===== config.mk =====
export PLATFORM = sky130hd
export DESIGN_NAME = serial_to_parallel_buf
export DESIGN_NICKNAME = d
export VERILOG_FILES = /design/src/rtl/s2p_pkg.sv /design/src/rtl/s2p_idle_timer.sv /design/src/rtl/serial_to_parallel_buf.sv
export SDC_FILE = /design/constraint.sdc
export NUM_CORES = 1
export LEC_CHECK = 0
export ABC_CLOCK_PERIOD_IN_PS = 3070
export BUFFER_PORTS_ARGS = -buffer_cell sky130_fd_sc_hd__buf_4
export CELL_PAD_IN_SITES_DETAIL_PLACEMENT = 1
export CELL_PAD_IN_SITES_GLOBAL_PLACEMENT = 2
export CORE_ASPECT_RATIO = 1.5
export CORE_MARGIN = 2
export CORE_UTILIZATION = 35
export CTS_BUF_LIST = sky130_fd_sc_hd__clkbuf_16
export DETAILED_ROUTE_END_ITERATION = 8
export PLACE_DENSITY_LB_ADDON = 0.1
export SYNTH_ARGS = -nofsm -noshare
export SYNTH_HDL_FRONTEND = slang
export SYNTH_SLANG_ARGS = --single-unit

===== constraint.sdc =====
create_clock -name clk -period 3.07 [get_ports clk]
set_clock_uncertainty 0.15 [all_clocks]
set_input_delay 0.307 -clock clk [delete_from_list [all_inputs] [get_ports clk]]
set_output_delay 0.307 -clock clk [all_outputs]
set_load 0.005 [all_outputs]

===== src/rtl/s2p_pkg.sv =====
// Shared constants and helpers for the serial-to-parallel word buffer.
package s2p_pkg;

  localparam int BYTE_W = 8;

  // Ceiling log2, usable in constant expressions; returns 0 for value <= 1.
  function automatic int clog2(input int value);
    int r;
    r = 0;
    for (int i = 0; i < 31; i++) begin
      if ((1 << i) < value) r = i + 1;
    end
    return r;
  endfunction

endpackage


===== src/rtl/s2p_idle_timer.sv =====
// Idle timer for a partially assembled word: down-counter that fires after
// TIMEOUT consecutive active cycles. Only instantiated with S2P_TIMEOUT_EN.
module s2p_idle_timer
  import s2p_pkg::*;
#(
  parameter int TIMEOUT = 1024
) (
  input  logic clk,
  input  logic rst_n,
  input  logic i_active,
  output logic o_expire
);

  localparam int TW = (clog2(TIMEOUT) < 1) ? 1 : clog2(TIMEOUT);
  localparam logic [TW-1:0] RELOAD = TW'(TIMEOUT - 1);

  logic [TW-1:0] r_cnt;
  logic          w_tc;

  assign w_tc     = (r_cnt == '0);
  assign o_expire = i_active && w_tc;

  // Reload whenever idle stops or the count expires, so each run starts fresh.
  always_ff @(posedge clk or negedge rst_n) begin
    if (!rst_n) begin
      r_cnt <= RELOAD;
    end else if (!i_active || w_tc) begin
      r_cnt <= RELOAD;
    end else begin
      r_cnt <= r_cnt - 1'b1;
    end
  end

endmodule


===== src/rtl/serial_to_parallel_buf.sv =====
// Assembles UART bytes into N-bit words behind a one-word valid/ready output
// register, with flush, back-pressure and overrun. S2P_TIMEOUT_EN adds idle discard.
module serial_to_parallel_buf
  import s2p_pkg::*;
#(
  parameter int N         = 32,
  parameter int MSB_FIRST = 1,
  parameter int TIMEOUT   = 1024,
  localparam int CNT_W    = clog2(N / BYTE_W + 1)
) (
  input  logic             clk,
  input  logic             rst_n,
  input  logic             rx_valid,
  input  logic [7:0]       rx_byte,
  output logic             rx_ready,
  input  logic             flush,
  input  logic             err_clr,
  output logic [N-1:0]     tx_bytes,
  output logic [CNT_W-1:0] tx_nbytes,
  output logic             tx_valid,
  input  logic             tx_ready,
  output logic             rx_overrun
`ifdef S2P_TIMEOUT_EN
  ,
  output logic             rx_timeout
`endif
);

  localparam int NBYTES = N / BYTE_W;
  localparam logic [CNT_W-1:0] LAST = CNT_W'(NBYTES - 1);
  localparam logic [CNT_W-1:0] FULL = CNT_W'(NBYTES);

  if (N % BYTE_W != 0 || N < 16) begin : g_bad_width
    $error("serial_to_parallel_buf: N must be a multiple of 8 and >= 16");
  end
  if (TIMEOUT < 1) begin : g_bad_timeout
    $error("serial_to_parallel_buf: TIMEOUT must be >= 1");
  end

  logic [CNT_W-1:0] r_idx;
  logic [N-1:0]     r_asm;
  logic             r_flush_pend;
  logic [N-1:0]     r_out;
  logic [CNT_W-1:0] r_out_nb;
  logic             r_out_vld;
  logic             r_overrun;

  logic             w_out_free;
  logic             w_rx_ready;
  logic             w_accept;
  logic             w_complete;
  logic [CNT_W-1:0] w_pos;
  logic [CNT_W+2:0] w_base;
  logic [N-1:0]     w_asm_wr;
  logic [CNT_W-1:0] w_idx_wr;
  logic             w_flush_go;
  logic             w_flush_done;
  logic             w_load;
  logic             w_timeout;

  assign w_out_free = !r_out_vld || tx_ready;
  // Only the final byte waits for the output register; earlier bytes always land.
  assign w_rx_ready = !((r_idx == LAST) && !w_out_free);
  assign w_accept   = rx_valid && w_rx_ready;
  assign w_complete = w_accept && (r_idx == LAST);
  assign w_idx_wr   = w_accept ? r_idx + 1'b1 : r_idx;

  assign w_pos  = (MSB_FIRST != 0) ? (LAST - r_idx) : r_idx;
  assign w_base = {w_pos, 3'b000};

  always_comb begin
    w_asm_wr = r_asm;
    if (w_accept) w_asm_wr[w_base +: BYTE_W] = rx_byte;
  end

  // The byte of this cycle is applied before a pending flush is evaluated.
  assign w_flush_go   = r_flush_pend && !w_complete && (w_idx_wr != '0) && w_out_free;
  assign w_flush_done = r_flush_pend && (w_complete || (w_idx_wr == '0) || w_out_free);
  assign w_load       = w_complete || w_flush_go;

`ifdef S2P_TIMEOUT_EN
  logic w_expire;
  logic r_timeout;

  s2p_idle_timer #(
    .TIMEOUT (TIMEOUT)
  ) u_idle_timer (
    .clk      (clk),
    .rst_n    (rst_n),
    .i_active ((r_idx != '0) && !w_accept),
    .o_expire (w_expire)
  );

  assign w_timeout = w_expire && !r_flush_pend;

  always_ff @(posedge clk or negedge rst_n) begin
    if (!rst_n) r_timeout <= 1'b0;
    else        r_timeout <= w_timeout;
  end

  assign rx_timeout = r_timeout;
`else
  assign w_timeout = 1'b0;
`endif

  always_ff @(posedge clk or negedge rst_n) begin
    if (!rst_n) begin
      r_idx <= '0;
      r_asm <= '0;
    end else if (w_load || w_timeout) begin
      r_idx <= '0;
      r_asm <= '0;
    end else begin
      r_idx <= w_idx_wr;
      r_asm <= w_asm_wr;
    end
  end

  always_ff @(posedge clk or negedge rst_n) begin
    if (!rst_n) begin
      r_out     <= '0;
      r_out_nb  <= '0;
      r_out_vld <= 1'b0;
    end else if (w_load) begin
      r_out     <= w_asm_wr;
      r_out_nb  <= w_complete ? FULL : w_idx_wr;
      r_out_vld <= 1'b1;
    end else if (r_out_vld && tx_ready) begin
      r_out_vld <= 1'b0;
    end
  end

  always_ff @(posedge clk or negedge rst_n) begin
    if (!rst_n) begin
      r_flush_pend <= 1'b0;
      r_overrun    <= 1'b0;
    end else begin
      r_flush_pend <= flush || (r_flush_pend && !w_flush_done);
      if (rx_valid && !w_rx_ready) r_overrun <= 1'b1;
      else if (err_clr)            r_overrun <= 1'b0;
    end
  end

  assign rx_ready   = w_rx_ready;
  assign tx_bytes   = r_out;
  assign tx_nbytes  = r_out_nb;
  assign tx_valid   = r_out_vld;
  assign rx_overrun = r_overrun;

endmodule


Word-level counts from Yosys, hierarchy flattened
Cells that the tools add are included.
Widths: inputs -> output; s select.

operators by class
  add/subtract/negate cells = 3
  eq/ne operators = 1
  shift operators = 2
  multiplexer cells = 10
  reductions and logical operators = 24

operators by type and width
  kind                    count
  $mux 32                 2
  $bwmux 32               1
  $shift 8x8->32 const A  1
  $shiftx 8x8->32         1
  $logic_and 1x1->1       10
  $mux 3                  3
  $neg 6->8               1
  $logic_not 1->1         5
  $logic_or 1x1->1        5
  $mux 1                  4
  $reduce_bool 2->1       2
  $add 3x1->3 const B     1
  $eq 3x2->1 const B      1
  $logic_not 3->1         1
  $reduce_bool 3->1       1
  $sub 2x3->3 const A     1

word-level totals
  flip-flop bits (word level) = 73
  bits of input ports = 14
  output and inout port bits = 38
  word-level logic and storage cells = 47

Depth between registers and ports, before layout
Gate-level depths: netlist of run 1.

  depth after elaboration = 14
  depth in mapped cells = 8
  gate-level depth less buffers = 6

Worst setup path before layout of run 1
Ideal clock, no wire load.

  path type = register -> register
  start = reg r_idx[1]
  end = reg r_out[10] (netlist: tx_bytes[10])
  setup time = 0.131 ns
  data arrival time = 1.802 ns
  data required time = 2.789 ns
  slack = 0.987 ns
  cell stages (with the launch flop) = 7
  path buffers = 0
  period minus slack after synthesis = 2.083 ns
  cells stage by stage = dfrtp_1 ha_1 ha_1 nand3b_1 nor2_2 mux2i_1 mux2i_1

on the way
  longest elaborated chain between the ends = 10
  elaborated cells between the ends (all ways) = 19
  those cells by class = add/sub: 3; eq/ne: 1; shift: 2; mux: 3; reduce/logical: 10

RTL lines
  what                                                line                           RTL
  from (decl)                                         serial_to_parallel_buf.sv:40   logic [CNT_W-1:0] r_idx;
  from (signal assigned)                              serial_to_parallel_buf.sv:114  r_idx <= w_idx_wr;
  branches (longest 10 deep; another with $neg 6->8)  n/a
  to (signal assigned)                                serial_to_parallel_buf.sv:125  r_out <= w_asm_wr;
  to (decl)                                           serial_to_parallel_buf.sv:43   logic [N-1:0] r_out;

Several ways; the timed one is not identified.
A chain may end at the register's enable or synchronous reset.

Final worst setup path of run 1
  start = reg r_idx[0]
  end = reg r_out[20] (netlist: tx_bytes[20])

The elaborated chain is that of the path after synthesis.

==> reports/metrics.csv, run 1 <==
metric;value;unit
failing checks;hold timing;
Buf+Inv Stages, Crit Path;2;
fill cell count;968;
Fmax achieved;382.6;MHz
Antenna Violating Nets Remaining;0;
final setup vio count;0;
Vias per Instance;4.888;
Worst slew margin;36.73;%
FP Rows;42;
final instance area;3980;um2
most frequent cells in the layout;73 x dfrtp_1, 53 x buf_4, 48 x mux2i_1;
Reg clk slew, reported paths;0.05;ns
Setup crit start kind;register;
routed len/inst;16.00;um
Max clock buf depth;2;
Total GRT Usage;16.39;%
final hold viol count;28;
largest net degree at the start of global routing;74;
critical path's top delay family;adder cells;
Netlist cell types;39;
Critical Path, Cell by Cell;ha_1 -> ha_1 -> nand4b_1 -> o21ai_1 -> a21boi_4 -> buf_12 -> buf_4 -> mux2i_1;
Mapped Cells;259;
Pins Over Slew Limit;0;
post-placement cell count;413;
layout cells sized above 1;27.27;%
kind of critical path;reg -> reg;
Antenna Cells;0;
R2R depth;8;
Top FF cell, synth;dfrtp_1;
max incr delay on CP;0.47;ns
worst endpoint required time;3.16;ns
Die Width;81.11;um
Cell Pwr Density;1023;nW/um2
initial antenna violation count;0;
CTS root buf;clkbuf_16;
htree depth;3;
Post-DP Area;3622;um2
CTS Buf Count;9;
count of yosys warnings during synthesis;0;
CTS sink cnt;73;
commonest non-fill, non-tap cell in the layout;dfrtp_1;
maximum VDD drop;0.4982;mV
status;finished, violations left;
syn_area_per_cell;12.05;um2
dpl hpwl;4.783;mm
Post-synth EDFFs;0;
Util after Layout;45.63;%
max-cap viol count;0;
port bufs;51;
CP max stage cell;dfrtp_1;
Post-Synthesis Cell Area;3122;um2
routability cong.;0.8455;
# resized after CTS;0;
I/O pin cnt;52;
Final Non-Filler Cells;429;
Worst setup EP type;register;
actual slew at the worst max-slew pin;0.9491;ns
post-layout minimum cycle time;2.614;ns
Die Area;9706;um2
hold buffer count at CTS;0;
number of setup buffers added after CTS;0;
#FFs+latches synth;73;
Pre-antenna DRT Iters;4;
sum of negative setup slack;0;ns
number of global-route vias before repair;2216;
top-area cell type share of the netlist area;58.52;%
area grow syn2layout;27.50;%
Nets;330;
Core ar.;8723;um2
Top cell by count, worst path;ha_1;
Starting Density;35.79;%
Worst Hold Class;in -> async;
syn_nets;275;
fraction of registers with async set or reset after synthesis;100.0;%
Final Cycle Share;85.14;%
Crit path depth;8;
die height;119.7;um
top post-synthesis cells by area;dfrtp_1 59%, mux2i_1 15%, nor2_1 3.8%;
DRC viols;0;
Seq/Total Area, Yosys;58.52;%
leakage;0.001872;uW
Clk Latency, worst-skew pair;0.32;ns
Via Count;2097;
area leader, netlist;dfrtp_1;
crit path DAT;2.71;ns
final wirelength;6.864;mm
Hold WS;-0.05265;ns
TritonCTS clock tree;built;
first-pass GRT wire length;11.76;mm
1st-iter DRT viols;76;
unrepaired setup endpoints after global routing;no;
critical-path maximum fanout;57;
grt ovf;0;
-- through the flow --
| stage | hold WS, ns | worst slack (ns) | total power (uW) |
|---|---|---|---|
| detailed placement | 0.3307 | 0.4276 | 2882 |
| finish | -0.05265 | 0.4561 | 4070 |
| CTS | 0.009825 | 0.4151 | 4159 |
| global route | 0.03190 | 0.2038 | 4378 |
| floorplan | -0.1386 | 0.9872 | 2352 |
| global placement | 0.3269 | 0.5329 | 2860 |
-- layer usage --
layer  up-vias  track usage [%]  wire (um)
li1        993                -          -
met1      1052            20.56       2971
met2        42            25.46       3469
met3        10            4.511        248
met4         0            8.475        174
met5         -                0          0
-- cells in the mapped netlist (3+ instances only) --
library cell / count
a211oi_1: 3
nand2_1: 4
o221a_1: 3
or2_2: 8
buf_6: 3
mux2i_1: 48
o221a_2: 5
inv_1: 27
nor2b_1: 11
dfrtp_1: 73
nor2_1: 32
buf_2: 7
-- cells by family (layout without fill, tap and decap cells) --
kind of cell,Yosys count,after routing,synth area share (%)
compound gates,24,24,6.773
fa+ha+maj,2,2,0.8015
buf+inv,37,97,5.451
flops,73,73,58.52
mux,48,48,15.39
simple gates,75,75,13.07
-- cell type report --
type                            count  area [um2]  area share, %
Tap cell                          110       137.6          3.458
Inverter                           27       101.3          2.546
Timing Repair Buffer               54       417.9          10.50
Clock inverter                      7       132.6          3.332
Sequential cell                    73        1827          45.90
Clock buffer                        9       225.2          5.659
Multi-Input combinational cell    149        1139          28.61
-- where the power goes --
group          total (uW)  switching (uW)  internal, uW  leakage [uW]
logic                1370             694           675      0.000727
clock network        1250             380           868      0.000174
registers            1450             164          1290      0.000971
-- flip-flops by register name, summed over array words and instances, names as in the netlist --
register	flops
r_idx	3
rx_overrun	1
r_asm	32
tx_bytes	32
tx_valid	1
r_flush_pend	1
tx_nbytes	3
-- worst paths after layout --
path,slack (ns),endpoint,startpoint
hold reg to reg,0.34,tx_nbytes[2],tx_nbytes[2]
setup reg to reg,0.46,tx_bytes[20],r_idx[0]
hold / removal,-0.05,rx_overrun,rst_n
max in group asynchronous,2.18,r_asm[25],rst_n
min in group clk,0.04,r_flush_pend,flush
setup / recovery,0.46,tx_bytes[20],r_idx[0]
Note: power is estimated with default switching activity, not from simulation.
==> inputs of run 2 (changes only) <==
--- a/config.mk
+++ b/config.mk
@@ -5,6 +5,7 @@
 export SDC_FILE = /design/constraint.sdc
 export NUM_CORES = 1
 export LEC_CHECK = 0
+export ABC_AREA = 1
 export ABC_CLOCK_PERIOD_IN_PS = 3070
 export BUFFER_PORTS_ARGS = -buffer_cell sky130_fd_sc_hd__buf_4
 export CELL_PAD_IN_SITES_DETAIL_PLACEMENT = 1
==> reports/metrics.csv, run 2 <==
metric;value;unit;change
area grow syn2layout;23.20;%;
Nets;479;;+45%
final instance area;4099;um2;+3.0%
r2r endpoint;tx_bytes[27];;
Worst setup EP type;register;;
failing checks;hold timing;;
Starting Density;35.95;%;+0.17 points
Hold WS;-0.03150;ns;+0.02116 ns
Clk Latency, worst-skew pair;0.33;ns;about the same
count of yosys warnings during synthesis;0;;unchanged
dpl hpwl;5.747;mm;+20%
simple-gate portion of the synthesized area;26.78;%;+14 points
unrepaired setup endpoints after global routing;no;;
Die Width;83.61;um;+3.1%
Fmax achieved;396.7;MHz;+3.7%
Cell Pwr Density;927.5;nW/um2;-9.3%
Antenna Cells;0;;unchanged
grt ovf;0;;unchanged
largest net degree at the start of global routing;74;;unchanged
commonest non-fill, non-tap cell in the layout;nand2_1;;
first-pass GRT wire length;14.45;mm;+23%
number of setup buffers added after CTS;0;;unchanged
FP Rows;43;;+2.4%
CTS root buf;clkbuf_16;;
crit path DAT;2.59;ns;-0.12 ns
layout cells sized above 1;16.03;%;-11 points
maximum VDD drop;0.7254;mV;+46%
status;finished, violations left;;
initial antenna violation count;0;;unchanged
Worst slew margin;35.98;%;-0.74 points
syn_nets;431;;+57%
Util after Layout;44.29;%;-1.3 points
most instantiated cells after synthesis;112 x nand2_1, 73 x dfrtp_1, 71 x inv_1;;
routed len/inst;14.38;um;-10%
Mapped Cells;415;;+60%
hold buffer count at CTS;0;;unchanged
post-layout minimum cycle time;2.521;ns;-0.09296 ns
sum of negative setup slack;0;ns;unchanged
top-area cell type share of the netlist area;54.91;%;-3.6 points
syn_area_per_cell;8.017;um2;-33%
Netlist cell types;24;;-38%
Via Count;2749;;+31%
leakage;0.002299;uW;+23%
number of global-route vias before repair;2940;;+33%
top post-synthesis cells by area;dfrtp_1 55%, nand2_1 13%, inv_1 8.0%;;
Post-synth EDFFs;0;;unchanged
R2R Setup Slk;0.55;ns;+0.09 ns
max-cap viol count;0;;unchanged
#FFs+latches synth;73;;unchanged
Worst Hold Class;in -> async;;
htree depth;3;;unchanged
most frequent cells in the layout;112 x nand2_1, 73 x dfrtp_1, 71 x inv_1;;
# resized after CTS;0;;unchanged
kind of critical path;reg -> reg;;
Pre-antenna DRT Iters;4;;unchanged
Reg clk slew, reported paths;0.06;ns;about the same
1st-iter DRT viols;97;;+28%
final hold viol count;20;;-29%
I/O pin cnt;52;;unchanged
CTS Buf Count;9;;unchanged
multiplexer area fraction after synthesis;0;%;-15 points
R2R depth;11;;+3
Max clock buf depth;2;;unchanged
Post-DP Area;3790;um2;+4.6%
fraction of registers with async set or reset after synthesis;100.0;%;unchanged
area leader, netlist;dfrtp_1;;
Vias per Instance;4.740;;-3.0%
final wirelength;8.341;mm;+22%
routability cong.;0.7628;;-9.8%
adder-cell share of the synthesized area;0.7522;%;-0.049 points
Seq/Total Area, Yosys;54.91;%;-3.6 points
TritonCTS clock tree;built;;
r2r startpoint;r_idx[0];;
worst endpoint required time;3.14;ns;-0.02 ns
port bufs;51;;unchanged
Total GRT Usage;17.92;%;+1.5 points
DRC viols;0;;unchanged
top-count cell post-synth;nand2_1;;
Synth Area in XOR/XNOR;0;%;unchanged
actual slew at the worst max-slew pin;0.9602;ns;+0.01114 ns
CTS sink cnt;73;;unchanged
Antenna Violating Nets Remaining;0;;unchanged
critical-path maximum fanout;19;;-67%
Post-Synthesis Cell Area;3327;um2;+6.6%
Top FF cell, synth;dfrtp_1;;
Setup crit start kind;register;;
post-synthesis compound-gate area fraction;6.093;%;-0.68 points
Die Area;10320;um2;+6.3%
die height;123.4;um;+3.1%
fill cell count;1156;;+19%
Core ar.;9254;um2;+6.1%
Pins Over Slew Limit;0;;unchanged
main combinational cell family by area after synthesis;simple AND/OR/NAND/NOR gates;;
final setup vio count;0;;unchanged
Final Cycle Share;82.11;%;-3.0 points
## run 2: worst max path at each step
| stage | start | to | slack, ns |
|---|---|---|---|
| 5_1_grt | r_idx[0] | r_asm[18] | 0.23 |
| 3_3_place_gp | r_idx[0] | tx_bytes[23] | 0.63 |
| 4_1_cts | r_idx[0] | tx_bytes[15] | 0.52 |
| 6_report | r_idx[0] | tx_bytes[27] | 0.55 |
| 3_5_place_dp | r_idx[0] | tx_bytes[15] | 0.52 |
| 2_1_floorplan | r_idx[0] | r_asm[16] | 1.04 |
## run 2: stage by stage
| stage | hold slack (ns) | std cells | setup slack [ns] | total power, uW |
|---|---|---|---|---|
| after floorplan | -0.1386 | 415 | 1.036 | 2273 |
| after global placement | 0.3190 | 564 | 0.6252 | 2717 |
| after detailed placement | 0.3291 | 564 | 0.5216 | 2767 |
| after CTS | 0.01039 | 580 | 0.5215 | 3879 |
| after global routing | 0.01213 | 580 | 0.2349 | 4139 |
| final | -0.03150 | 580 | 0.5491 | 3802 |
## run 2: metal layers
metal / wire (um) / vias up / part of all wire, % / GRT usage [%]
met5: 0 / - / 0 / 0
met2: 4267 / 40 / 51 / 30.35
li1: - / 1359 / - / -
met3: 252 / 9 / 3.0 / 3.138
met4: 143 / 0 / 1.7 / 7.460
met1: 3678 / 1341 / 44 / 22.72
## run 2: cell families after synthesis
| kind of cell | Yosys count |
|---|---|
| and+or+nand+nor | 215 |
| AOI/OAI and AO/OA | 36 |
| DFF | 73 |
| buffers and inverters | 89 |
| adders and majority gates | 2 |
## run 2: power by group
part	switching (uW)	internal, uW	leakage [uW]
Sequential	125	1210	0.000988
Combinational	849	521	0.00116
Clock	392	703	0.000150
## run 2: cell type report
class / count / area (um2) / share of cell area, %
Sequential cell: 73 / 1827 / 44.57
Multi-Input combinational cell: 253 / 1119 / 27.29
Timing Repair Buffer: 55 / 437.9 / 10.68
Inverter: 71 / 266.5 / 6.502
Clock buffer: 9 / 225.2 / 5.495
Tap cell: 112 / 140.1 / 3.419
Clock inverter: 7 / 83.83 / 2.045
## run 2: critical path, stage by stage, from the launching register on
cell and delay [ns]:
dfrtp_1 0.46, ha_1 0.24, ha_1 0.31, inv_1 0.09, nand3_1 0.10, nand2_2 0.10
inv_1 0.04, nand3_1 0.09, nand3_2 0.36, buf_12 0.31, nand3_1 0.08, nand2_1 0.06
